[src/rtl/pc_redirect_if.sv]
// Fetch/resolve signal bundle between the pipeline and the PC redirect unit.
// The master side drives fetch and resolve requests; the slave side returns the PC and status.
interface pc_redirect_if #(
  parameter int XLEN = 32
);
  logic            clk_enable;
  logic            IF_stall;
  logic            IF_is_branch;
  logic            branch_estimation;
  logic [XLEN-1:0] branch_target;
  logic            EX_branch;
  logic            EX_branch_taken;
  logic [XLEN-1:0] EX_branch_target;
  logic            trap_valid;
  logic [XLEN-1:0] trap_target;
  logic [XLEN-1:0] IF_pc;
  logic            flush;
  logic            mispredict;
  logic            queue_full;
  logic            error;
  logic [31:0]     branch_count;
  logic [31:0]     mispredict_count;

  modport master (
    output clk_enable, IF_stall, IF_is_branch, branch_estimation, branch_target,
           EX_branch, EX_branch_taken, EX_branch_target, trap_valid, trap_target,
    input  IF_pc, flush, mispredict, queue_full, error, branch_count, mispredict_count
  );

  modport slave (
    input  clk_enable, IF_stall, IF_is_branch, branch_estimation, branch_target,
           EX_branch, EX_branch_taken, EX_branch_target, trap_valid, trap_target,
    output IF_pc, flush, mispredict, queue_full, error, branch_count, mispredict_count
  );
endinterface

[src/rtl/pc_redirect_unit.sv]
// Fetch PC register with next-PC selection, in-flight prediction queue,
// mispredict/trap flush generation and saturating branch performance counters.
module pc_redirect_unit #(
  parameter int              XLEN     = 32,
  parameter logic [XLEN-1:0] RESET_PC = '0,
  parameter int              QDEPTH   = 4
) (
  input logic          clk,
  input logic          reset,
  pc_redirect_if.slave bus
);
  localparam int              PW       = $clog2(QDEPTH);
  localparam logic [PW:0]     DEPTH    = (PW+1)'(QDEPTH);
  localparam logic [XLEN-1:0] PC_STEP  = XLEN'(4);
  localparam logic [31:0]     CNT_MAX  = '1;

  logic [XLEN-1:0] pc_q, pc_d;
  logic [QDEPTH-1:0] pred_q, pred_d;
  logic [XLEN-1:0] fall_q [QDEPTH];
  logic [XLEN-1:0] fall_d [QDEPTH];
  logic [PW-1:0]   rd_ptr_q, rd_ptr_d;
  logic [PW-1:0]   wr_ptr_q, wr_ptr_d;
  logic [PW:0]     count_q, count_d;
  logic            error_q, error_d;
  logic [31:0]     br_cnt_q, br_cnt_d;
  logic [31:0]     mp_cnt_q, mp_cnt_d;

  logic            empty, full, head_pred, mispredict, flush;
  logic            push, pop, push_ok;
  logic [XLEN-1:0] head_fall;

  // An empty queue behaves as a not-taken prediction, so only a taken outcome redirects.
  always_comb begin
    empty      = (count_q == '0);
    full       = (count_q == DEPTH);
    head_pred  = pred_q[rd_ptr_q];
    head_fall  = fall_q[rd_ptr_q];
    mispredict = bus.EX_branch &
                 (empty ? bus.EX_branch_taken : (bus.EX_branch_taken != head_pred));
    flush      = bus.trap_valid | mispredict;
    pop        = bus.clk_enable & bus.EX_branch & ~empty;
    push       = bus.clk_enable & bus.IF_is_branch & ~bus.IF_stall & ~flush;
    push_ok    = push & (~full | pop);
  end

  always_comb begin
    pc_d     = pc_q;
    pred_d   = pred_q;
    fall_d   = fall_q;
    rd_ptr_d = rd_ptr_q;
    wr_ptr_d = wr_ptr_q;
    count_d  = count_q;
    error_d  = error_q;
    br_cnt_d = br_cnt_q;
    mp_cnt_d = mp_cnt_q;
    if (bus.clk_enable) begin
      if (bus.trap_valid)
        pc_d = bus.trap_target;
      else if (mispredict)
        pc_d = bus.EX_branch_taken ? bus.EX_branch_target : head_fall;
      else if (bus.IF_stall)
        pc_d = pc_q;
      else if (bus.IF_is_branch && bus.branch_estimation)
        pc_d = bus.branch_target;
      else
        pc_d = pc_q + PC_STEP;

      if (bus.EX_branch && br_cnt_q != CNT_MAX) br_cnt_d = br_cnt_q + 32'd1;
      if (mispredict && mp_cnt_q != CNT_MAX)    mp_cnt_d = mp_cnt_q + 32'd1;
      if ((push && !push_ok) || (bus.EX_branch && empty)) error_d = 1'b1;

      // Everything queued behind a redirect is wrong-path, so the whole queue goes.
      if (flush) begin
        rd_ptr_d = '0;
        wr_ptr_d = '0;
        count_d  = '0;
      end else begin
        if (pop) rd_ptr_d = rd_ptr_q + PW'(1);
        if (push_ok) begin
          pred_d[wr_ptr_q] = bus.branch_estimation;
          fall_d[wr_ptr_q] = pc_q + PC_STEP;
          wr_ptr_d         = wr_ptr_q + PW'(1);
        end
        count_d = count_q + (PW+1)'(push_ok) - (PW+1)'(pop);
      end
    end
  end

  always_ff @(posedge clk or negedge reset) begin
    if (!reset) begin
      pc_q     <= RESET_PC;
      pred_q   <= '0;
      fall_q   <= '{default: '0};
      rd_ptr_q <= '0;
      wr_ptr_q <= '0;
      count_q  <= '0;
      error_q  <= 1'b0;
      br_cnt_q <= '0;
      mp_cnt_q <= '0;
    end else begin
      pc_q     <= pc_d;
      pred_q   <= pred_d;
      fall_q   <= fall_d;
      rd_ptr_q <= rd_ptr_d;
      wr_ptr_q <= wr_ptr_d;
      count_q  <= count_d;
      error_q  <= error_d;
      br_cnt_q <= br_cnt_d;
      mp_cnt_q <= mp_cnt_d;
    end
  end

  assign bus.IF_pc            = pc_q;
  assign bus.flush            = flush;
  assign bus.mispredict       = mispredict;
  assign bus.queue_full       = full;
  assign bus.error            = error_q;
  assign bus.branch_count     = br_cnt_q;
  assign bus.mispredict_count = mp_cnt_q;
endmodule

[src/flat_wrapper.sv]
// flat-port wrapper written by rule: the top's interface ports become plain ports
module pc_redirect_unit_flat 
#(
  parameter int              XLEN     = 32,
  parameter logic [XLEN-1:0] RESET_PC = '0,
  parameter int              QDEPTH   = 4
)
  (clk, reset, bus_clk_enable, bus_IF_stall, bus_IF_is_branch, bus_branch_estimation, bus_branch_target, bus_EX_branch, bus_EX_branch_taken, bus_EX_branch_target, bus_trap_valid, bus_trap_target, bus_IF_pc, bus_flush, bus_mispredict, bus_queue_full, bus_error, bus_branch_count, bus_mispredict_count);
  pc_redirect_if #(.XLEN(XLEN)) bus_i ();
  input logic clk;
  input logic reset;
  input wire logic [$bits(bus_i.clk_enable)-1:0] bus_clk_enable;
  input wire logic [$bits(bus_i.IF_stall)-1:0] bus_IF_stall;
  input wire logic [$bits(bus_i.IF_is_branch)-1:0] bus_IF_is_branch;
  input wire logic [$bits(bus_i.branch_estimation)-1:0] bus_branch_estimation;
  input wire logic [$bits(bus_i.branch_target)-1:0] bus_branch_target;
  input wire logic [$bits(bus_i.EX_branch)-1:0] bus_EX_branch;
  input wire logic [$bits(bus_i.EX_branch_taken)-1:0] bus_EX_branch_taken;
  input wire logic [$bits(bus_i.EX_branch_target)-1:0] bus_EX_branch_target;
  input wire logic [$bits(bus_i.trap_valid)-1:0] bus_trap_valid;
  input wire logic [$bits(bus_i.trap_target)-1:0] bus_trap_target;
  output wire logic [$bits(bus_i.IF_pc)-1:0] bus_IF_pc;
  output wire logic [$bits(bus_i.flush)-1:0] bus_flush;
  output wire logic [$bits(bus_i.mispredict)-1:0] bus_mispredict;
  output wire logic [$bits(bus_i.queue_full)-1:0] bus_queue_full;
  output wire logic [$bits(bus_i.error)-1:0] bus_error;
  output wire logic [$bits(bus_i.branch_count)-1:0] bus_branch_count;
  output wire logic [$bits(bus_i.mispredict_count)-1:0] bus_mispredict_count;
  assign bus_i.clk_enable = bus_clk_enable;
  assign bus_i.IF_stall = bus_IF_stall;
  assign bus_i.IF_is_branch = bus_IF_is_branch;
  assign bus_i.branch_estimation = bus_branch_estimation;
  assign bus_i.branch_target = bus_branch_target;
  assign bus_i.EX_branch = bus_EX_branch;
  assign bus_i.EX_branch_taken = bus_EX_branch_taken;
  assign bus_i.EX_branch_target = bus_EX_branch_target;
  assign bus_i.trap_valid = bus_trap_valid;
  assign bus_i.trap_target = bus_trap_target;
  assign bus_IF_pc = bus_i.IF_pc;
  assign bus_flush = bus_i.flush;
  assign bus_mispredict = bus_i.mispredict;
  assign bus_queue_full = bus_i.queue_full;
  assign bus_error = bus_i.error;
  assign bus_branch_count = bus_i.branch_count;
  assign bus_mispredict_count = bus_i.mispredict_count;
  pc_redirect_unit #(.XLEN(XLEN), .RESET_PC(RESET_PC), .QDEPTH(QDEPTH)) u_core (.clk(clk), .reset(reset), .bus(bus_i));
endmodule
[config.mk]
export PLATFORM = sky130hd
export DESIGN_NAME = pc_redirect_unit_flat
export DESIGN_NICKNAME = d
export VERILOG_FILES = /design/src/rtl/pc_redirect_if.sv /design/src/rtl/pc_redirect_unit.sv /design/src/flat_wrapper.sv
export SDC_FILE = /design/constraint.sdc
export NUM_CORES = 1
export LEC_CHECK = 0
export BUFFER_PORTS_ARGS = -buffer_cell sky130_fd_sc_hd__buf_2
export CORE_MARGIN = 2
export CORE_UTILIZATION = 57
export DETAILED_ROUTE_END_ITERATION = 8
export PLACE_DENSITY_LB_ADDON = 0.15
export SLEW_MARGIN = 20
export SYNTH_ARGS = -nofsm -noshare
export SYNTH_HDL_FRONTEND = slang
export SYNTH_SLANG_ARGS = --single-unit
[constraint.sdc]
create_clock -name clk -period 4.7 [get_ports clk]
set_clock_uncertainty 0.2 [all_clocks]
set_input_delay 1.175 -clock clk [delete_from_list [all_inputs] [get_ports clk]]
set_output_delay 1.175 -clock clk [all_outputs]
set_load 0.01 [all_outputs]
==> flow_metrics.env, run 1 <==
export IMPL_design_power_total_w=0.00583
export IMPL_synth_area_mm2=0.0122
export IMPL_cts_htree_levels=1
export IMPL_mostFrequentLayoutCells="dfrtp_1, buf_2, nor2_1"
export IMPL_wire_length_of_the_first_global_routing_pass_mm=52.8
export IMPL_floorplan_initialDensity_pct=58.0
export IMPL_antenna_cells=0
export IMPL_synth_net_count=1339
export IMPL_postSynthCellCount=1224
export IMPL_place_inst=1648
export IMPL_die_height_um=150
export IMPL_whs_path_depth=1
export IMPL_finalMaxSlewViolations=0
export IMPL_track_usage_pct=30.1
export IMPL_ios=205
export IMPL_worstSkewPairLatency_ps=530
export IMPL_detailed_place_hpwl_mm=24.0
export IMPL_area_growth_pct=17.0
export IMPL_viasPerCell=6.05
export IMPL_finalSetupTns_ps=0
export IMPL_core_area_mm2=0.0210
export IMPL_layout_min_cycle_time_ps=4230
export IMPL_holdBufCountCts=0
export IMPL_r2r_cells=13
export IMPL_final_cell_area_mm2=0.0143
export IMPL_clock_tree_from_tritoncts="yes"
export IMPL_vdd_ir_drop_max_mv=0.266
export IMPL_clk_path_buf_depth=3
export IMPL_worst_slew_pin_transition_ps=1010
export IMPL_die_ar_mm2=0.0226
export IMPL_grt_pass1_vias=9650
export IMPL_endpoint_kind="primary output"
export IMPL_synth_main_ff_cell="dfrtp_1"
export IMPL_flip_flop_and_latch_count_after_synthesis=236
export IMPL_worst_ep_required_time_ps=3320
export IMPL_first_iter_violations=771
export IMPL_layout_commonest_cell="dfrtp_1"
export IMPL_synth_enable_flop_cells=0
export IMPL_post_cts_repair_setup_buffers=0
export IMPL_postPlaceCellArea_mm2=0.0134
export IMPL_kind_of_critical_path="register to primary output"
export IMPL_antenna_left=0
export IMPL_drive_above_1_share_pct=24.0
export IMPL_dieWidth_um=150
export IMPL_place_worst_setup_slack_ps=693
export IMPL_min_delay_path_class="register to register"
export IMPL_drtPass1Iterations=5
export IMPL_worst_path_max_delay_cell="or3_1"
export IMPL_maxCapViolCount=0
export IMPL_hold_viol_final=0
export IMPL_crit_path_max_fanout=9
export IMPL_post_synth_num_cell_types=66
export IMPL_final_instance_count_excl_fill=1694
export IMPL_fmaxAchievable_mhz=236
export IMPL_clk_pin_slew_worst_setup_hold_paths_ps=60
export IMPL_synthArstFlopShare_pct=100
export IMPL_globalplace_congestion=0.930
export IMPL_power_leakage_nw=6.55
export IMPL_cellPowerDensity_mw_per_mm2=408
export IMPL_synth_warning_count=0
export IMPL_outcome="finished clean"
export IMPL_rows=53
export IMPL_drt_wl_total_mm=34.0
export IMPL_worstPathCellList="or3_1 -> and3_4 -> o21ai_4 -> inv_4 -> nor2_4 -> clkinv_1 -> buf_2"
export IMPL_unrepaired_setup_endpoints_after_global_routing="false"
export IMPL_drc_violations=0
export IMPL_largest_net_degree_at_the_start_of_global_routing=96
export IMPL_maximum_cell_stage_delay_along_the_critical_path_ps=540
export IMPL_nets=1516
export IMPL_finish_stage_setup_viols=0
export IMPL_post_synth_cell_area_avg_um2=9.96
export IMPL_postCtsResizedCells=0
export IMPL_final_setup_worst_slack_ps=468
export IMPL_ys_seq_area_share_pct=48.4
export IMPL_clock_tree_root_cell="clkbuf_16"
export IMPL_port_buffer_count=204
export IMPL_overflow=0
export IMPL_vias_post_dr=10256
export IMPL_r2r_slack_ps=960
export IMPL_cts_sinks=236
export IMPL_max_slew_margin_rel_pct=32.2
export IMPL_final_period_utilization_pct=90.0
export IMPL_route_detailed_wl_per_inst_um=20.1
export IMPL_crit_path_start_kind="register"
export IMPL_numCtsBuffers=26
export IMPL_worst_endpoint_arrival_ps=2860
export IMPL_antenna_found_initial=0
layer usage:
metal | share of wire (%) | vias to the layer above | track usage, %
li1 | - | 4709 | -
met1 | 43 | 5011 | 44.8
met2 | 44 | 481 | 44.2
met3 | 11 | 55 | 7.85
met4 | 2.3 | 0 | 7.50
met5 | 0 | - | 0
stage by stage:
| step | utilization, % | hold slack, ps |
|---|---|---|
| after floorplan | - | 252 |
| after global placement | 63.8 | 264 |
| after detailed placement | 63.8 | 269 |
| after CTS | 67.9 | 283 |
| after global routing | 67.9 | 288 |
| final | 67.9 | 276 |
cell type report:
| type | instances | area (um2) |
|---|---|---|
| Fill cell | 1654 | 6750 |
| Sequential cell | 236 | 5910 |
| Multi-Input combinational cell | 888 | 5850 |
| Timing Repair Buffer | 226 | 1220 |
| Clock buffer | 41 | 808 |
| Tap cell | 275 | 344 |
| Inverter | 23 | 88.8 |
| Clock inverter | 5 | 52.6 |
worst paths after layout:
| check | from | end |
|---|---|---|
| worst max-delay path | u_core.count_q[1]$_DFFE_PN0P_ | bus_flush |
| worst min-delay path | u_core.bus.error$_DFFE_PN0P_ | u_core.bus.error$_DFFE_PN0P_ |
| worst max register to register | u_core.count_q[1]$_DFFE_PN0P_ | u_core.count_q[2]$_DFFE_PN0P_ |
| worst min register to register | u_core.bus.error$_DFFE_PN0P_ | u_core.bus.error$_DFFE_PN0P_ |
| max in group asynchronous | reset | u_core.rd_ptr_q[0]$_DFFE_PN0P_ |
| min in group asynchronous | reset | u_core.bus.IF_pc[9]$_DFFE_PN0P_ |
registers in the layout, indices dropped and copies added (netlist names):
| signal | flops |
|---|---|
| u_core.bus.mispredict_count | 32 |
| u_core.count_q | 3 |
| u_core.bus.IF_pc | 32 |
| u_core.wr_ptr_q | 2 |
| u_core.bus.branch_count | 32 |
| u_core.bus.error | 1 |
| u_core.pred_q | 4 |
| u_core.rd_ptr_q | 2 |
| u_core.fall_q | 128 |
Yosys cell counts (all sizes together) (4+ instances only):
master	instances	area, um2
nand4	33	206
or3	4	25.0
nor3	35	175
ha	9	113
o22ai	7	43.8
mux4	33	743
dfrtp	236	5910
inv	22	85.1
nor2	160	608
a311oi	5	43.8
mux2i	12	120
nor4b	4	95.1
o21ai	50	262
and2	12	75.1
nand2	116	435
and3	20	130
xor2	29	254
clkbuf	43	161
and4	7	61.3
nor4	12	75.1
xnor2	57	499
a211oi	14	105
mux2	36	405
a21oi	127	636
nand3	46	230
a211o	4	35.0
a31oi	7	43.8
buf	34	189
worst max-delay path, delay by kind of cell (launching register included):
family	cells	cell delay [ps]
compound gates	1	180
buf+inv	3	740
simple gates	3	950
flops	1	450
power by group:
part	internal [W]	switching, W	total, W
clock	0.00123	0.000804	0.00203
combinational	0.000522	0.000695	0.00122
sequential	0.00232	0.000267	0.00258
logic make-up after synthesis:
group,Yosys count,share of synthesized area [%]
AO/OA/AOI/OAI,247,12.0
multiplexers,81,10.4
XOR/XNOR,86,6.18
adder cells (fa/ha/maj),10,1.09
flip-flops,236,48.4
AND/OR/NAND/NOR,464,18.3
buffers and inverters,100,3.60
Note: power is estimated with default switching activity, not from simulation.
==> run 2, diff against run 1 <==
- ABC_CLOCK_PERIOD_IN_PS: unset -> 4700
- CORE_MARGIN: 2 -> unset
- RECOVER_POWER: unset -> 25
==> run 2 against run 1 <==
Against the previous run: the flow now finishes with violations (capacitance limit, slew limit); sequential share of layout area down 0.40 points; worst setup slack better by 37 ps; register-to-register slack better by 60 ps; hold slack worse by 0.60 ps; final cell count up 0.47%; flip-flop and latch count unchanged; combinational power about the same; non-clock buffer count up 3; critical path depth unchanged; via count up 1.1%; maximum frequency up 0.89%; first-iteration DRC count up 25%.
==> flow_metrics.env, run 2 (synthesis gave the netlist of run 1 again) <==
export IMPL_largest_net_degree_at_the_start_of_global_routing=103
export IMPL_comb_power_share_pct=20.0
export IMPL_mostFrequentLayoutCells="dfrtp_1, buf_2, nor2_1"
export IMPL_min_delay_path_class="register to register"
export IMPL_outcome="finished with violations"
export IMPL_n_fill_cell=1611
export IMPL_detailed_place_hpwl_mm=23.5
export IMPL_largest_register_ff_count=128
export IMPL_overflow=0
export IMPL_crit_path_max_fanout=9
export IMPL_whs_path_depth=1
export IMPL_endpoint_kind="primary output"
export IMPL_maximum_cell_stage_delay_along_the_critical_path_ps=530
export IMPL_antenna_left=0
export IMPL_numCtsBuffers=26
export IMPL_globalplace_congestion=0.980
export IMPL_vdd_ir_drop_max_mv=0.299
export IMPL_cts_htree_levels=1
export IMPL_grt_pass1_vias=9755
export IMPL_violations="capacitance limit, slew limit"
export IMPL_worst_slew_pin_transition_ps=2550
export IMPL_dieWidth_um=148
export IMPL_worst_endpoint_arrival_ps=2820
export IMPL_layout_commonest_cell="dfrtp_1"
export IMPL_postCtsResizedCells=0
export IMPL_finalMaxSlewViolations=102
export IMPL_clk_pin_slew_worst_setup_hold_paths_ps=60
export IMPL_postPlaceCellArea_mm2=0.0134
export IMPL_holdBufCountCts=0
export IMPL_clock_power_share_pct=37.5
export IMPL_finalSetupTns_ps=0
export IMPL_unrepaired_setup_endpoints_after_global_routing="false"
export IMPL_route_detailed_wl_per_inst_um=19.8
export IMPL_worstPathCellList="or3_1 -> and3_4 -> o21ai_4 -> inv_4 -> nor2_4 -> clkinv_1 -> buf_2"
export IMPL_rows=53
export IMPL_clock_tree_from_tritoncts="yes"
export IMPL_antenna_found_initial=3
export IMPL_power_leakage_nw=6.62
export IMPL_nets=1519
export IMPL_core_area_mm2=0.0210
export IMPL_drive_above_1_share_pct=24.4
export IMPL_port_buffer_count=204
export IMPL_floorplan_initialDensity_pct=58.0
export IMPL_area_growth_pct=18.2
export IMPL_worstSkewPairLatency_ps=550
export IMPL_finish_stage_setup_viols=0
export IMPL_fin_worst_hold_slack_ps=275
export IMPL_die_ar_mm2=0.0220
export IMPL_ios=205
export IMPL_power_switching_share_pct=29.9
export IMPL_largest_register_by_flop_count="u_core.fall_q"
export IMPL_viasPerCell=6.09
export IMPL_vias_post_dr=10365
export IMPL_die_height_um=148
export IMPL_switchingPower_w=0.00182
export IMPL_clock_tree_root_cell="clkbuf_16"
export IMPL_drt_wl_total_mm=33.7
export IMPL_fmaxAchievable_mhz=238
export IMPL_crit_path_start_kind="register"
export IMPL_drtPass1Iterations=5
export IMPL_layout_min_cycle_time_ps=4190
export IMPL_worst_path_max_delay_cell="or3_1"
export IMPL_clk_path_buf_depth=3
export IMPL_first_iter_violations=967
export IMPL_wire_length_of_the_first_global_routing_pass_mm=52.8
export IMPL_hold_viol_final=0
export IMPL_worst_ep_required_time_ps=3320
export IMPL_seq_power_share_pct=42.5
export IMPL_cellPowerDensity_mw_per_mm2=422
export IMPL_r2r_cells=13
export IMPL_design_power_total_w=0.00608
export IMPL_final_period_utilization_pct=89.2
export IMPL_maxCapViolCount=1
export IMPL_cts_sinks=236
export IMPL_post_cts_repair_setup_buffers=0
export IMPL_drc_violations=0
export IMPL_track_usage_pct=31.0
export IMPL_final_cell_area_mm2=0.0144
export IMPL_intPower_w=0.00426
export IMPL_kind_of_critical_path="register to primary output"
export IMPL_max_slew_margin_rel_pct=-70.0
## run 2: cell types whose count changed in the layout (fill, tap and decap cells not counted)
cell,previous run,this run
buf_4,20,23
buf_8,1,0
bufinv_16,1,5
clkbuf_1,6,4
clkbuf_16,27,26
clkbuf_2,0,1
clkinv_16,0,1
diode_2,0,3
## run 2: layer usage
| layer | GRT usage (%) | vias to the layer above | part of all wire, % |
|---|---|---|---|
| met5 | 0 | - | 0 |
| met4 | 8.25 | 0 | 2.0 |
| met3 | 6.63 | 49 | 10 |
| met2 | 45.6 | 505 | 44 |
| met1 | 46.7 | 5071 | 44 |
| li1 | - | 4740 | - |
## run 2: power by group through the flow
stage / logic, W / registers (W) / clock network [W]
2_1_floorplan: 0.000745 / 0.00256 / 0
3_3_place_gp: 0.00116 / 0.00259 / 0
3_5_place_dp: 0.00119 / 0.00260 / 0
4_1_cts: 0.00120 / 0.00257 / 0.00231
5_1_grt: 0.00133 / 0.00262 / 0.00238
6_report: 0.00122 / 0.00258 / 0.00228
## run 2: through the flow
step                worst slack, ps  std cells  util, %
global placement                800       1651     63.9
global route                    436       1702     68.5
detailed placement              745       1651     63.9
CTS                             545       1699     68.6
floorplan                       798       1224        -
finish                          505       1702     68.5
## run 2: final timing paths
check / startpoint / slack, ps / to
max: u_core.count_q[1]$_DFFE_PN0P_ / 510 / bus_flush
min: u_core.bus.error$_DFFE_PN0P_ / 280 / u_core.bus.error$_DFFE_PN0P_
max reg2reg: u_core.count_q[1]$_DFFE_PN0P_ / 1020 / u_core.count_q[2]$_DFFE_PN0P_
min reg2reg: u_core.bus.error$_DFFE_PN0P_ / 280 / u_core.bus.error$_DFFE_PN0P_
max in group asynchronous: reset / 1530 / u_core.fall_q[64]$_DFFE_PN0P_
min in group asynchronous: reset / 1170 / u_core.bus.IF_pc[8]$_DFFE_PN0P_
## run 2: critical path: cells and delay by family, from the launching register on
kind | cells | cell delay, ps
buffers and inverters | 3 | 710
flip-flops | 1 | 460
AO/OA/AOI/OAI | 1 | 170
AND/OR/NAND/NOR | 3 | 930
## run 2: layout make-up
cell class	instances	area, um2	area share (%)
Clock buffer	38	776	5.38
Multi-Input combinational cell	888	5850	40.6
Antenna cell	3	7.51	0.0521
Timing Repair Buffer	229	1230	8.56
Sequential cell	236	5910	41.0
Inverter	23	88.8	0.616
Tap cell	275	344	2.39
Clock inverter	10	203	1.41
==> run 3, diff against run 2 <==
- ABC_CLOCK_PERIOD_IN_PS: 4700 -> 3640
- CORE_UTILIZATION: 57 -> 51
- clock period: 4.7 -> 3.64 ns (I/O delays scaled with it)
==> run 3 against run 2 <==
Against the previous run: the flow now finishes without violations; largest power group unchanged; worst setup slack worse by 370 ps; final cell count is 3.5% higher; critical path type unchanged; global-route usage is 2.7 points lower; critical endpoint unchanged; sequential power is 29% higher; die area is 12% higher; highest routed layer unchanged; clock power is 19% higher; largest cell class unchanged.
==> flow_metrics.env, run 3 (synthesis gave the netlist of run 1 again) <==
export IMPL_worst_endpoint_arrival_ps=2400
export IMPL_cellPowerDensity_mw_per_mm2=526
export IMPL_drt_wl_total_mm=34.3
export IMPL_clock_power_share_pct=35.6
export IMPL_worst_path_max_delay_cell="mux4_2"
export IMPL_endpoint_kind="primary output"
export IMPL_category_of_cells_accounting_for_the_largest_share_of_critical_path_delay="multiplexers"
export IMPL_clock_tree_root_cell="clkbuf_16"
export IMPL_fin_worst_hold_slack_ps=277
export IMPL_finalMaxSlewViolations=0
export IMPL_min_delay_path_class="register to register"
export IMPL_crit_path_start_kind="register"
export IMPL_layout_commonest_cell="dfrtp_1"
export IMPL_area_growth_pct=19.1
export IMPL_die_height_um=157
export IMPL_hold_viol_final=0
export IMPL_antenna_found_initial=1
export IMPL_power_switching_share_pct=29.9
export IMPL_floorplan_initialDensity_pct=52.0
export IMPL_max_slew_margin_rel_pct=1.08
export IMPL_drive_above_1_share_pct=25.5
export IMPL_worst_slew_pin_transition_ps=1480
export IMPL_rows=56
export IMPL_detailed_place_hpwl_mm=24.5
export IMPL_worstSkewPairLatency_ps=530
export IMPL_cts_sinks=236
export IMPL_place_worst_setup_slack_ps=270
export IMPL_clk_pin_slew_worst_setup_hold_paths_ps=60
export IMPL_maximum_cell_stage_delay_along_the_critical_path_ps=550
export IMPL_cp_num_buf_inv=4
export IMPL_overflow=0
export IMPL_kind_of_critical_path="register to primary output"
export IMPL_clk_path_buf_depth=3
export IMPL_numCtsBuffers=26
export IMPL_place_inst=1711
export IMPL_port_buffer_count=204
export IMPL_holdBufCountCts=0
export IMPL_finish_stage_setup_viols=0
export IMPL_drc_violations=0
export IMPL_antenna_left=0
export IMPL_route_detailed_wl_per_inst_um=19.5
export IMPL_track_usage_pct=28.4
export IMPL_cts_htree_levels=1
export IMPL_grt_pass1_vias=9612
export IMPL_worst_ep_required_time_ps=2530
export IMPL_comb_power_share_pct=20.8
export IMPL_final_instance_count_excl_fill=1762
export IMPL_fmaxAchievable_mhz=285
export IMPL_intPower_w=0.00536
export IMPL_unrepaired_setup_endpoints_after_global_routing="false"
export IMPL_power_leakage_nw=6.69
export IMPL_vdd_ir_drop_max_mv=0.346
export IMPL_viasPerCell=5.88
export IMPL_clock_tree_from_tritoncts="yes"
export IMPL_wire_length_of_the_first_global_routing_pass_mm=53.3
export IMPL_largest_net_degree_at_the_start_of_global_routing=58
export IMPL_first_iter_violations=898
export IMPL_largest_register_ff_count=128
export IMPL_largest_register_by_flop_count="u_core.fall_q"
export IMPL_final_period_utilization_pct=96.3
export IMPL_core_area_mm2=0.0235
export IMPL_layout_min_cycle_time_ps=3510
export IMPL_ios=205
export IMPL_mostFrequentLayoutCells="dfrtp_1, buf_2, nor2_1"
export IMPL_nets=1539
export IMPL_vias_post_dr=10353
export IMPL_crit_path_max_fanout=8
export IMPL_design_power_total_w=0.00765
export IMPL_dieWidth_um=157
export IMPL_die_ar_mm2=0.0245
export IMPL_worstPathCellList="mux4_2 -> and3_4 -> o21ai_4 -> inv_4 -> nor2_4 -> inv_2 -> buf_6 -> buf_2"
export IMPL_outcome="finished clean"
export IMPL_switchingPower_w=0.00229
export IMPL_finalSetupTns_ps=0
export IMPL_drtPass1Iterations=7
export IMPL_final_setup_worst_slack_ps=134
export IMPL_maxCapViolCount=0
export IMPL_seq_power_share_pct=43.6
export IMPL_globalplace_congestion=0.904
-- run 3: cell types whose count changed in the layout (fill, tap and decap cells not counted), moves of 2 or more --
cell	previous run	this run
bufinv_16	5	2
buf_4	23	40
diode_2	3	1
clkbuf_2	1	3
-- run 3: cell type report --
cell class	instances	area (um2)
Inverter	23	88.8
Tap cell	319	399
Timing Repair Buffer	249	1380
Antenna cell	1	2.50
Fill cell	1971	8940
Clock inverter	5	75.1
Clock buffer	41	818
Multi-Input combinational cell	888	5860
Sequential cell	236	5910
-- run 3: routing by layer --
| layer | wire [um] | track usage (%) | up-vias |
|---|---|---|---|
| met4 | 747 | 8.03 | 0 |
| met1 | 15200 | 41.7 | 5047 |
| met3 | 3270 | 5.70 | 60 |
| met2 | 15100 | 42.6 | 487 |
| met5 | 0 | 0 | - |
| li1 | - | - | 4759 |
-- run 3: repair_timing --
action                     CTS  global route
setup endpoints to repair    1             1
pin swaps                    0             1
buffers inserted             2             2
resized for setup            1             2
cloned                       0             0
-- run 3: final timing paths --
check | depth (start not counted) | start | to | slack, ps
worst max-delay path | 8 | u_core.rd_ptr_q[0]$_DFFE_PN0P_ | bus_flush | 130
worst min-delay path | 1 | u_core.bus.branch_count[31]$_DFFE_PN0P_ | u_core.bus.branch_count[31]$_DFFE_PN0P_ | 280
worst max register to register | 6 | u_core.bus.IF_pc[11]$_DFFE_PN0P_ | u_core.bus.IF_pc[15]$_DFFE_PN0P_ | 470
worst min register to register | 1 | u_core.bus.branch_count[31]$_DFFE_PN0P_ | u_core.bus.branch_count[31]$_DFFE_PN0P_ | 280
max in group asynchronous | 2 | reset | u_core.bus.branch_count[21]$_DFFE_PN0P_ | 660
min in group asynchronous | 1 | reset | u_core.bus.IF_pc[11]$_DFFE_PN0P_ | 520
-- run 3: through the flow --
step	util, %	area [um2]
2_1_floorplan	-	12200
3_3_place_gp	58.1	13600
3_5_place_dp	58.1	13600
4_1_cts	62.0	14500
5_1_grt	61.9	14500
6_report	61.9	14500
-- run 3: power by group through the flow --
stage	combinational, W	sequential, W	clock (W)
after floorplan	0.000962	0.00331	0
after global placement	0.00152	0.00335	0
after detailed placement	0.00155	0.00336	0
after global routing	0.00174	0.00339	0.00288
after CTS	0.00157	0.00332	0.00278
final	0.00159	0.00333	0.00272
